===== src/rtl/double_dabble_sequential.sv =====
// double_dabble_sequential
//   Multi-cycle binary-to-BCD converter (shift-and-add-3). One operand bit is
//   consumed per clock, so a conversion takes INPUT_BITS clocks after Start_i
//   is accepted in IDLE.
//
// Parameters
//   INPUT_BITS    width of Binary_i (>= 2)
//   OUTPUT_DIGITS number of BCD digits in BCD_o
//
// Ports
//   Clock       rising-edge clock
//   Reset       synchronous, active-high reset
//   Start_i     conversion request, sampled only in IDLE
//   Signed_i    1 = Binary_i is two's complement (sampled with Start_i)
//   Binary_i    operand (sampled with Start_i)
//   Busy_o      high while a conversion is in progress
//   Done_o      one-cycle pulse when the result registers update
//   BCD_o       result, digit k at [4k+3:4k]; magnitude mod 10^OUTPUT_DIGITS
//   Negative_o  operand was negative (signed mode only)
//   Overflow_o  magnitude exceeded 10^OUTPUT_DIGITS - 1
module double_dabble_sequential #(
  parameter int INPUT_BITS    = 8,
  parameter int OUTPUT_DIGITS = 3
) (
  input  logic                       Clock,
  input  logic                       Reset,
  input  logic                       Start_i,
  input  logic                       Signed_i,
  input  logic [INPUT_BITS-1:0]      Binary_i,
  output logic                       Busy_o,
  output logic                       Done_o,
  output logic [4*OUTPUT_DIGITS-1:0] BCD_o,
  output logic                       Negative_o,
  output logic                       Overflow_o
);

  localparam int OUTPUT_BITS = 4 * OUTPUT_DIGITS;
  localparam int CNT_W       = $clog2(INPUT_BITS + 1);

  typedef enum logic {
    ST_IDLE,
    ST_SHIFT
  } state_t;

  state_t                  state_q, state_d;
  logic [CNT_W-1:0]        cnt_q, cnt_d;
  logic [INPUT_BITS-1:0]   mag_q, mag_d;
  logic [OUTPUT_BITS-1:0]  work_q, work_d;
  logic                    sign_q, sign_d;
  logic                    sticky_q, sticky_d;
  logic [OUTPUT_BITS-1:0]  bcd_q, bcd_d;
  logic                    neg_q, neg_d;
  logic                    ovf_q, ovf_d;
  logic                    busy_q, busy_d;
  logic                    done_q, done_d;

  // Work register after the per-digit add-3 correction.
  logic [OUTPUT_BITS-1:0]  adj;

  always_comb begin
    adj = '0;
    for (int unsigned k = 0; k < OUTPUT_DIGITS; k++) begin
      if (work_q[4*k +: 4] >= 4'd5) begin
        adj[4*k +: 4] = work_q[4*k +: 4] + 4'd3;
      end else begin
        adj[4*k +: 4] = work_q[4*k +: 4];
      end
    end
  end

  always_comb begin
    state_d  = state_q;
    cnt_d    = cnt_q;
    mag_d    = mag_q;
    work_d   = work_q;
    sign_d   = sign_q;
    sticky_d = sticky_q;
    bcd_d    = bcd_q;
    neg_d    = neg_q;
    ovf_d    = ovf_q;
    busy_d   = busy_q;
    done_d   = 1'b0;

    case (state_q)
      ST_IDLE: begin
        if (Start_i) begin
          if (Signed_i && Binary_i[INPUT_BITS-1]) begin
            // Most negative value negates to itself, which is the correct
            // unsigned magnitude.
            mag_d  = ~Binary_i + INPUT_BITS'(1);
            sign_d = 1'b1;
          end else begin
            mag_d  = Binary_i;
            sign_d = 1'b0;
          end
          work_d   = '0;
          sticky_d = 1'b0;
          cnt_d    = CNT_W'(INPUT_BITS);
          busy_d   = 1'b1;
          state_d  = ST_SHIFT;
        end
      end

      ST_SHIFT: begin
        work_d   = {adj[OUTPUT_BITS-2:0], mag_q[INPUT_BITS-1]};
        mag_d    = {mag_q[INPUT_BITS-2:0], 1'b0};
        // A carry out of the top digit means the value reached 10^digits;
        // the remaining digits still hold the value modulo 10^digits.
        sticky_d = sticky_q | adj[OUTPUT_BITS-1];
        cnt_d    = cnt_q - CNT_W'(1);
        if (cnt_q == CNT_W'(1)) begin
          bcd_d   = work_d;
          neg_d   = sign_q;
          ovf_d   = sticky_d;
          done_d  = 1'b1;
          busy_d  = 1'b0;
          state_d = ST_IDLE;
        end
      end

      default: state_d = ST_IDLE;
    endcase
  end

  always_ff @(posedge Clock) begin
    if (Reset) begin
      state_q  <= ST_IDLE;
      cnt_q    <= '0;
      mag_q    <= '0;
      work_q   <= '0;
      sign_q   <= 1'b0;
      sticky_q <= 1'b0;
      bcd_q    <= '0;
      neg_q    <= 1'b0;
      ovf_q    <= 1'b0;
      busy_q   <= 1'b0;
      done_q   <= 1'b0;
    end else begin
      state_q  <= state_d;
      cnt_q    <= cnt_d;
      mag_q    <= mag_d;
      work_q   <= work_d;
      sign_q   <= sign_d;
      sticky_q <= sticky_d;
      bcd_q    <= bcd_d;
      neg_q    <= neg_d;
      ovf_q    <= ovf_d;
      busy_q   <= busy_d;
      done_q   <= done_d;
    end
  end

  assign Busy_o     = busy_q;
  assign Done_o     = done_q;
  assign BCD_o      = bcd_q;
  assign Negative_o = neg_q;
  assign Overflow_o = ovf_q;

endmodule


===== config.mk =====
export PLATFORM = sky130hd
export DESIGN_NAME = double_dabble_sequential
export DESIGN_NICKNAME = d
export VERILOG_FILES = /design/src/rtl/double_dabble_sequential.sv
export SDC_FILE = /design/constraint.sdc
export NUM_CORES = 1
export LEC_CHECK = 0
export ABC_AREA = 0
export BUFFER_PORTS_ARGS = -buffer_cell sky130_fd_sc_hd__buf_4
export CAP_MARGIN = 20
export CORE_UTILIZATION = 56
export DETAILED_ROUTE_END_ITERATION = 8
export HOLD_SLACK_MARGIN = 0.12
export PLACE_DENSITY_LB_ADDON = 0.25
export REMOVE_ABC_BUFFERS = 1
export SETUP_SLACK_MARGIN = 0.3
export SKIP_CTS_REPAIR_TIMING = 1
export SYNTH_ARGS = -nofsm -noshare
export SYNTH_HDL_FRONTEND = slang
export SYNTH_SLANG_ARGS = --single-unit
export TNS_END_PERCENT = 10

===== constraint.sdc =====
create_clock -name Clock -period 1.7 [get_ports Clock]
set_input_delay 0.085 -clock Clock [delete_from_list [all_inputs] [get_ports Clock]]
set_output_delay 0.085 -clock Clock [all_outputs]
set_load 0.005 [all_outputs]

# Word-level counts from Yosys, hierarchy flattened
# Index checks and enable logic that the tools add are counted.
# classes
mux	20
order_cmp	3
reduce_logical	5
bitwise	3
n_eq_ne	3
n_addsub	5
# ops
cell	n
one-hot mux 12 bit (2 select lines)	1
two-way mux 4 bit	4
two-way mux 8 bit	2
one-hot mux 8 bit (2 select lines)	1
adder 4 x 2 -> 4 bit (second input constant)	3
greater-or-equal comparator 4 x 3 -> 1 bit (second input constant)	3
two-way mux 12 bit	1
adder 8 x 1 -> 8 bit (second input constant)	1
inverter 8 bit	1
one-hot mux 4 bit (2 select lines)	1
two-way mux 1 bit	7
one-hot mux 1 bit (2 select lines)	3
AND reduction 2 bit	3
equality test 4 x 1 -> 1 bit (second input constant)	1
subtractor 4 x 1 -> 4 bit (second input constant)	1
inequality test 2 x 1 -> 1 bit (second input constant)	1
inequality test 2 bit (second input constant)	1
OR reduction 2 bit	1
logical AND 1 bit	1
inverter 1 bit	1
bitwise OR 1 bit	1
# word_totals
register_bits	43
elab_cells	50
output_inout_bits	16
inputBits	12

# Longest topological paths before layout
# Gate-level depths: netlist of the first run.
# depth
depth_word	5
mapped_depth	7
depth_no_buf	6

# Least setup slack after synthesis of the first run
# Ideal clock, no wire load.
# synth_timing
kind	reg2reg
start	register work_q[9]
end	register bcd_q[10] (netlist: BCD_o[10])
t_required_ns	1.624
n_path_buf	0
path_slack_ns	0.241
arrival_time_ns	1.383
setup_time_ns	0.076
path_stages_with_launch	7
period_less_slack_ns	1.459
path_cell_list	dfxtp_1 -> inv_1 -> ha_1 -> nand2b_1 -> a21oi_1 -> mux2_2 -> o22ai_1
# synth_via
elab_chain_cells	2
elab_cells_between_ends	3
classes_between	add/sub: 1; order compare: 1; mux: 1
# synth_rtl
item	line_no	source
start, declared	48	logic [OUTPUT_BITS-1:0] work_q, work_d;
start signal, assigned	142	work_q <= work_d;
adder 4 x 2 -> 4 bit / greater-or-equal comparator 4 x 3 -> 1 bit (equally long branches)	64, 63	
two-way mux 4 bit *	63	if (work_q[4*k +: 4] >= 4'd5) begin
end signal, assigned	133	bcd_q <= '0;
end signal, assigned	145	bcd_q <= bcd_d;
end, declared	51	logic [OUTPUT_BITS-1:0] bcd_q, bcd_d;
# Mark *: on every way between the ends. The rest lies on a longest branch, timed or not.
# A chain may end at the register's enable or synchronous reset.

# Final worst setup path of the first run
# layout_timing
start	register work_q[8]
end	register work_q[9]
# layout_via
elab_chain_cells	3
elab_cells_between_ends	4
classes_between	add/sub: 1; order compare: 1; mux: 2
# layout_rtl
item	line_no	source
adder 4 x 2 -> 4 bit / greater-or-equal comparator 4 x 3 -> 1 bit (equally long branches)	64, 63	
two-way mux 4 bit *	63	
one-hot mux 12 bit (2 select lines) *	84	case (state_q)
# Marked as above.

==> out/qor.yml, run 1 <==
synthesis:
  ys_warn_count: 0
  ys_ff_latch: 43
  synth_cells: 242
  synth_ff_type: "dfxtp_1"
  synth-compound-area-share_pct: 18.7
  syn_area_per_cell_um2: 8.63
  synthMuxAreaShare_pct: 4.07
  synth-edff-count: 0
  yosysSeqAreaShare_pct: 41.2
  synthAdderAreaFrac_pct: 5.39
  synthSimpleGateAreaFrac_pct: 23.0
  synth_top_family_by_area: "simple AND/OR/NAND/NOR gates"
  synth_xor_xnor_area_share_pct: 2.93
  synth.distinct_cells: 39
  netlist_area_mm2: 0.00209
  async_flop_share_pct: 0
sta:
  worst_hold_slack_ns: 0.100
  worst-slew-pin-transition_ns: 0.449
  finClkSkew_ns: 0.00534
  finalHoldViolations: 0
  relSlewSlack_pct: 69.7
  fmax_mhz: 684
  rsz0062_at_grt: "yes"
  setup_viol: 0
  worst_slack_ns: 0.239
  post-route-period-util_pct: 86.0
  finalSetupTns_ns: 0
  maxSlewViolCount: 0
  post-route-min-period_ns: 1.46
critical_path:
  crit_required_ns: 1.87
  cp_cell_sequence: "inv_2 -> ha_4 -> nand2b_4 -> a21oi_4 -> buf_4 -> xnor2_1 -> o21ai_0"
  crit_slowest_cell: "dfxtp_1"
  worstPathMaxFanout: 4
  critPathKind: "reg2reg"
  worstSetupEndpointType: "register"
  crit_path_start_kind: "register"
  max_stage_delay_ns: 0.41
  cp_data_arrival_time_ns: 1.63
  crit_buf_inv: 2
  path_delay_family: "flip-flops"
global_route:
  grt_overflow: 0
  grt_first_pass_wirelength_um: 7090
  antenna_found_initial: 0
  grt_max_degree: 41
  track_usage_pct: 23.0
  grt_pass1_vias: 1607
pwr:
  seqPwrFrac_pct: 54.4
  clock_power_share_pct: 32.8
  p_sw_share_pct: 26.4
  p_switching_mw: 0.516
  vdd_drop_max_mv: 0.524
  p_int_mw: 1.44
  leakagePower_nw: 1.07
  power.density_mw_per_mm2: 700
  power.total_mw: 1.96
  p_comb_share_pct: 12.8
die:
  ioPinCount: 28
  die_x_um: 63.1
  die_h_um: 63.1
  start_util_pct: 60.7
  coreArea_mm2: 0.00344
  die_area_mm2: 0.00398
  rows: 21
clock_tree:
  cts_buffers: 5
  cts_sinks: 43
  clk_latency_ns: 0.30
  cts_tree: "yes"
  cts_root_buf: "clkbuf_8"
  clk_pin_slew_ns: 0.08
  h-tree-depth: 2
  clock_path_buffers: 2
cells_and_area:
  drive_above_1_share_pct: 34.5
  nets: 301
  num_antenna_cells: 0
  fillers: 225
  area_growth_pct: 33.8
  fin_util_pct: 81.2
routing:
  wl_per_cell_um: 16.3
  vias: 1912
  drc: 0
  wirelength_um: 5320
  firstDrtPassIters: 4
  drtIter0Drc: 173
  viasPerCell: 5.85
  ant_nets: 0
place:
  io_buffers: 27
  pre_cts_ws_ns: 0.140
  dp_hpwl_um: 2810
  gp_congestion: 0.855
run:
  max-cap-violations: 0
worst_hold_path:
  hold_path_class: "in2reg"
outcome:
  outcome: "finished clean"
-- logic make-up after synthesis --
| logic type | Yosys count |
|---|---|
| flip-flops | 43 |
| AO/OA/AOI/OAI | 60 |
| XOR/XNOR | 7 |
| AND/OR/NAND/NOR | 91 |
| multiplexers | 8 |
| adder cells (fa/ha/maj) | 9 |
| buffers and inverters | 24 |
-- registers in the layout, summed over array words and instances (netlist names) --
| name | cells |
|---|---|
| BCD_o | 12 |
| Overflow_o | 1 |
| state_q | 1 |
| sign_q | 1 |
| Busy_o | 1 |
| Negative_o | 1 |
| Done_o | 1 |
| cnt_q | 4 |
| mag_q | 8 |
| sticky_q | 1 |
| work_q | 12 |
-- per-layer routing --
layer | part of all wire (%) | wire length [um] | global-route usage (%)
met1 | 42 | 2210 | 27.7
met2 | 49 | 2630 | 38.6
met3 | 6.5 | 346 | 5.98
met4 | 2.5 | 133 | 9.59
met5 | 0 | 0 | 0
-- area by class of cell --
type,count,area [um2],share of cell area (%)
Inverter,11,46.3,1.66
Timing Repair Buffer,44,387,13.8
Clock buffer,5,68.8,2.46
Clock inverter,3,15.0,0.537
Tap cell,46,57.6,2.06
Multi-Input combinational cell,175,1350,48.2
Sequential cell,43,873,31.2
-- final timing paths --
check             slack [ns]   startpoint  cells after the start         to
setup / recovery        0.24    work_q[8]                      7  work_q[9]
hold / removal          0.10  Binary_i[0]                      3   mag_q[0]
setup reg to reg        0.24    work_q[8]                      7  work_q[9]
hold reg to reg         0.46     mag_q[1]                      2   mag_q[2]
-- synth_stat cells, drive strengths merged, types with 2 or more instances --
cell type	number	area, um2
a211oi	3	22.5
a21o	3	22.5
a21oi	17	85.1
a311oi	4	35.0
a32oi	3	26.3
and2	4	25.0
buf	6	31.3
clkbuf	7	26.3
dfxtp	43	861
ha	9	113
inv	11	41.3
mux2	4	45.0
mux2i	4	40.0
nand2	12	45.0
nand2b	14	87.6
nand3	2	10.0
nand3b	8	60.1
nor2	31	116
nor2b	2	12.5
nor3	7	40.0
nor3b	8	60.1
o21ai	13	65.1
o22ai	8	50.1
or3	2	12.5
xnor2	5	43.8
xor2	2	17.5
-- placed cells by master (no fill, tap or decap), drive strengths merged, types with 5 or more instances in the layout --
cell type,Yosys,final
a21oi,17,17
buf,6,40
clkbuf,7,7
dfxtp,43,43
ha,9,9
inv,11,11
nand2,12,12
nand2b,14,14
nand3b,8,8
nor2,31,31
nor3,7,7
nor3b,8,8
o21ai,13,13
o22ai,8,8
xnor2,5,5
-- tightest hold or removal path, cell delays in order --
cell and delay [ns]:
buf_4 0.10, mux2i_1 0.06, nor3_1 0.11
-- through the flow --
stage / std cells / instance area, um2
finish: 327 / 2800
CTS: 315 / 2430
detailed placement: 307 / 2340
global route: 327 / 2800
global placement: 307 / 2340
floorplan: 229 / 2030
-- power groups by stage --
stage | clock [mW] | sequential, mW | combinational (mW)
2_1_floorplan | 0 | 1.09 | 0.114
3_3_place_gp | 0 | 1.09 | 0.217
3_5_place_dp | 0 | 1.09 | 0.222
4_1_cts | 0.646 | 1.06 | 0.222
5_1_grt | 0.691 | 1.07 | 0.278
6_report | 0.642 | 1.06 | 0.250
Power figures use the tool's default switching activity.
==> run 2: changes to the inputs <==
--- a/config.mk
+++ b/config.mk
@@ -8,6 +8,7 @@
 export ABC_AREA = 0
 export BUFFER_PORTS_ARGS = -buffer_cell sky130_fd_sc_hd__buf_4
 export CAP_MARGIN = 20
+export CORE_MARGIN = 5
 export CORE_UTILIZATION = 56
 export DETAILED_ROUTE_END_ITERATION = 8
 export HOLD_SLACK_MARGIN = 0.12
==> run 2 against run 1 <==
  * Cell count is 1.2% lower
  * Sequential cell count stayed put
  * Total power is 3.5% higher
==> out/qor.yml, run 2 (synthesis results as in run 1) <==
routing:
  wirelength_um: 4590  # -14%
  viasPerCell: 5.56  # -5.0%
  wl_per_cell_um: 14.2  # -13%
  firstDrtPassIters: 4  # unchanged
  vias: 1795  # -6.1%
  drtIter0Drc: 131  # -24%
  ant_nets: 0  # unchanged
  drc: 0  # unchanged
critical_path:
  critPathKind: "reg2reg"
  crit_required_ns: 1.92  # +0.05 ns
  crit_path_start_kind: "register"
  worstSetupEndpointType: "register"
  cp_data_arrival_time_ns: 1.73  # +0.10 ns
  worstPathMaxFanout: 3  # -1
cells_and_area:
  final_cell_mix: "dfxtp_1, buf_4, nor2_1, a21oi_1, nand2b_1"
  final_common_cell: "dfxtp_1"
  stdcell_area_mm2: 0.00264  # -5.4%
  num_antenna_cells: 0  # unchanged
  area_growth_pct: 26.5
  drive_above_1_share_pct: 28.4  # -6.2 points
  fin_cells: 323  # -1.2%
  nets: 295  # -2.0%
global_route:
  met3_usage_pct: 3.98  # -2.0 points
  grt_first_pass_wirelength_um: 6910  # -2.5%
  grt_pass1_vias: 1555  # -3.2%
  grt_overflow: 0  # unchanged
  track_usage_pct: 16.8  # -6.3 points
  antenna_found_initial: 0  # unchanged
  busiest_layer: "met2"
  grt_use_met2_pct: 27.6  # -11 points
  grt_max_degree: 41  # unchanged
  met1_usage_pct: 21.7  # -6.0 points
sta:
  relSlewSlack_pct: 72.1  # +2.4 points
  post-route-min-period_ns: 1.51  # +0.0441 ns
  worst-slew-pin-transition_ns: 0.416  # -0.0325 ns
  rsz0062_at_grt: "yes"
  finClkSkew_ns: 0.00745  # +0.00212 ns
  setup_viol: 0  # unchanged
  post-route-period-util_pct: 88.5  # +2.6 points
  worst_hold_slack_ns: 0.103  # +0.00299 ns
  fmax_mhz: 664  # -2.9%
  maxSlewViolCount: 0  # unchanged
  finalHoldViolations: 0  # unchanged
die:
  rows: 22  # +4.8%
  ioPinCount: 28  # unchanged
  die_area_mm2: 0.00505  # +27%
  coreArea_mm2: 0.00363  # +5.6%
  start_util_pct: 57.5  # -3.2 points
  die_x_um: 71.1  # +13%
  die_h_um: 71.1  # +13%
clock_tree:
  h-tree-depth: 2  # unchanged
  cts_buffers: 5  # unchanged
  clk_pin_slew_ns: 0.08  # about the same
  cts_tree: "yes"
  clock_path_buffers: 2  # unchanged
  cts_sinks: 43  # unchanged
  clk_latency_ns: 0.29  # about the same
  cts_root_buf: "clkbuf_8"
place:
  dp_hpwl_um: 2850  # +1.5%
  gp_congestion: 0.749  # -12%
  placed_cells: 309  # +0.65%
  io_buffers: 27  # unchanged
  place_area_mm2: 0.00234  # +0.11%
run:
  max-cap-violations: 0  # unchanged
outcome:
  outcome: "finished clean"
pwr:
  leakagePower_nw: 1.01  # -5.4%
  power.density_mw_per_mm2: 766  # +9.4%
  vdd_drop_max_mv: 0.521  # -0.61%
worst_hold_path:
  hold_path_class: "in2reg"
[run 2: worst max-delay path, stage by stage, from the launching register on]
cell	delay [ns]
dfxtp_2	0.35
inv_1	0.08
ha_1	0.17
nand2b_1	0.16
a21oi_2	0.16
mux2_2	0.36
o22ai_1	0.15
[run 2: worst paths after layout]
path	cells past startpoint	slack (ns)	start	endpoint
worst max-delay path	6	0.19	work_q[9]	BCD_o[10]
worst min-delay path	3	0.10	Binary_i[0]	mag_q[0]
worst max register to register	6	0.19	work_q[9]	BCD_o[10]
worst min register to register	2	0.46	sticky_q	sticky_q
[run 2: where the power goes]
group	internal (mW)	total [mW]	leakage [nW]	switching [mW]
Combinational	0.118	0.242	0.604	0.124
Sequential	1.04	1.07	0.352	0.0256
Clock	0.371	0.717	0.0515	0.346
Total	1.53	2.02	1.01	0.496
[run 2: stage by stage]
step                      util (%)  setup TNS, ns  power, mW  setup slack [ns]
after floorplan                  -          -9.90       1.21            -0.712
after global placement        64.5              0       1.30             0.161
after detailed placement      64.5              0       1.31             0.113
after CTS                     67.3              0       2.01            0.0949
after global routing          72.8              0       2.11             0.157
final                         72.8              0       2.02             0.195
[run 2: layout make-up]
cell class	count	area, um2
fill	269	990
clock buffer	8	100
timing repair buffer	38	335
multi-input combinational	175	1240
inverter	11	41.3
sequential	43	871
tap	48	60.1
[run 2: routing by layer]
layer / routed length [um] / part of all wire, % / up-vias
met5: 0 / 0 / -
met4: 55 / 1.2 / 0
met3: 150 / 3.3 / 7
met2: 2220 / 48 / 26
met1: 2170 / 47 / 839
li1: - / - / 923
==> run 3: changes to the inputs <==
--- a/config.mk
+++ b/config.mk
@@ -9,7 +9,7 @@
 export BUFFER_PORTS_ARGS = -buffer_cell sky130_fd_sc_hd__buf_4
 export CAP_MARGIN = 20
 export CORE_MARGIN = 5
-export CORE_UTILIZATION = 56
+export CORE_UTILIZATION = 40
 export DETAILED_ROUTE_END_ITERATION = 8
 export HOLD_SLACK_MARGIN = 0.12
 export PLACE_DENSITY_LB_ADDON = 0.25
==> run 3 against run 2 <==
  * Routed wire length is 1.2% lower
  * Worst setup slack better by 0.098 ns
  * Sequential share of layout area fell by 0.85 points
  * Critical path type unchanged
  * Clock skew increased by 0.0011 ns
  * Combinational power about the same
  * Cell count increased by 8.4%
  * Non-clock buffer count increased by 5
  * Largest cell class unchanged
==> out/qor.yml, run 3 (synthesis results as in run 1) <==
cells_and_area:
  area_growth_pct: 30.1
  stdcell_area_mm2: 0.00272  # +2.8%
  final_common_cell: "buf_4"
  drive_above_1_share_pct: 30.7  # +2.4 points
  num_antenna_cells: 0  # unchanged
  final_cell_mix: "buf_4, dfxtp_1, nor2_1, a21oi_1"
  nets: 300  # +1.7%
  fin_cells: 350  # +8.4%
worst_hold_path:
  worstHoldStart: "Binary_i[7]"
  min_path_cells: 3  # unchanged
  hold_path_class: "in2reg"
  min_to: "mag_q[7]"
global_route:
  grt_first_pass_wirelength_um: 7110  # +3.0%
  grt_max_degree: 41  # unchanged
  track_usage_pct: 13.6  # -3.2 points
  antenna_found_initial: 0  # unchanged
  grt_pass1_vias: 1599  # +2.8%
  grt_overflow: 0  # unchanged
critical_path:
  critPathKind: "reg2reg"
  r2r-start: "work_q[1]"
  r2r_cells: 6  # unchanged
  crit_slowest_cell: "dfxtp_2"
  crit_required_ns: 1.93  # about the same
  worstPathMaxFanout: 3  # unchanged
  max_stage_delay_ns: 0.35  # about the same
  worst_r2r_endpoint: "BCD_o[2]"
  cp_data_arrival_time_ns: 1.64  # -0.09 ns
  crit_path_start_kind: "register"
  reg2reg_slack_ns: 0.29  # +0.10 ns
  cp_cell_sequence: "inv_1 -> ha_1 -> nand2b_4 -> a21oi_4 -> mux2_4 -> o22ai_1"
  worstSetupEndpointType: "register"
sta:
  relSlewSlack_pct: 72.3  # +0.17 points
  post-route-min-period_ns: 1.41  # -0.0979 ns
  worst_slack_ns: 0.293  # +0.0979 ns
  post-route-period-util_pct: 82.8  # -5.8 points
  finalHoldViolations: 0  # unchanged
  rsz0062_at_grt: "yes"
  maxSlewViolCount: 0  # unchanged
  worst-slew-pin-transition_ns: 0.414  # -0.00257 ns
  finClkSkew_ns: 0.00859  # +0.00113 ns
  fmax_mhz: 711  # +7.0%
  setup_viol: 0  # unchanged
pwr:
  leakagePower_nw: 1.03  # +2.7%
  power.total_mw: 1.98  # -2.1%
  power.density_mw_per_mm2: 729  # -4.8%
  vdd_drop_max_mv: 0.323  # -38%
die:
  rows: 26  # +18%
  coreArea_mm2: 0.00507  # +40%
  start_util_pct: 41.2  # -16 points
  die_area_mm2: 0.00677  # +34%
  ioPinCount: 28  # unchanged
  die_x_um: 82.3  # +16%
  die_h_um: 82.3  # +16%
outcome:
  outcome: "finished clean"
clock_tree:
  clk_latency_ns: 0.29  # about the same
  cts_sinks: 43  # unchanged
  cts_buffers: 5  # unchanged
  clk_pin_slew_ns: 0.08  # about the same
  h-tree-depth: 2  # unchanged
  cts_tree: "yes"
  cts_root_buf: "clkbuf_8"
  clock_path_buffers: 2  # unchanged
routing:
  viasPerCell: 5.15  # -7.3%
  firstDrtPassIters: 4  # unchanged
  wirelength_um: 4530  # -1.2%
  ant_nets: 0  # unchanged
  drc: 0  # unchanged
  vias: 1803  # +0.45%
  drtIter0Drc: 62  # -53%
  wl_per_cell_um: 13.0  # -8.8%
place:
  dp_hpwl_um: 3010  # +5.6%
  io_buffers: 27  # unchanged
  gp_congestion: 0.822  # +9.7%
  placed_cells: 332  # +7.4%
  place_area_mm2: 0.00237  # +0.96%
  pre_cts_ws_ns: 0.110  # -0.00241 ns
run:
  max-cap-violations: 0  # unchanged
==> run 3: cell types whose count changed in the layout (fill, tap and decap cells not counted), sizes merged <==
cell and change:
clkbuf -3, clkinv +1, buf +7
==> run 3: area by class of cell <==
type / instances / area [um2]
Clock buffer: 7 / 86.3
Clock inverter: 1 / 8.76
Fill cell: 501 / 2360
Inverter: 11 / 43.8
Multi-Input combinational cell: 175 / 1290
Sequential cell: 43 / 872
Tap cell: 70 / 87.6
Timing Repair Buffer: 43 / 330
==> run 3: worst max-delay path by stage <==
stage | start | endpoint | cells past startpoint
finish | work_q[1] | BCD_o[2] | 6
global route | cnt_q[1] | BCD_o[0] | 7
CTS | work_q[4] | BCD_o[6] | 6
detailed placement | work_q[4] | work_q[6] | 6
global placement | work_q[1] | BCD_o[2] | 6
floorplan | state_q | BCD_o[1] | 4
==> run 3: where the power goes <==
part	total (mW)	switching, mW	internal [mW]
sequential	1.07	0.0259	1.04
clock	0.676	0.343	0.333
combinational	0.239	0.122	0.118
==> run 3: metrics by stage <==
step / utilization [%] / hold slack, ns / setup TNS [ns]
final: 53.6 / 0.108 / 0
after global routing: 53.6 / 0.119 / 0
after detailed placement: 46.6 / 0.408 / 0
after global placement: 46.6 / 0.402 / 0
after floorplan: - / 0.154 / -9.90
after CTS: 48.5 / 0.106 / 0
==> run 3: metal layers <==
metal	share of wire [%]	vias up	global-route usage (%)
li1	-	927	-
met1	47	833	16.9
met2	47	36	22.4
met3	5.1	7	3.58
met4	1.4	0	4.98
met5	0	-	0
==> run 3: worst max-delay path, delay by kind of cell (launching register included) <==
| kind | cells | cell delay (ns) |
|---|---|---|
| flops | 1 | 0.35 |
| fa+ha+maj | 1 | 0.18 |
| mux | 1 | 0.31 |
| buf+inv | 1 | 0.09 |
| compound gates | 2 | 0.26 |
| simple gates | 1 | 0.15 |
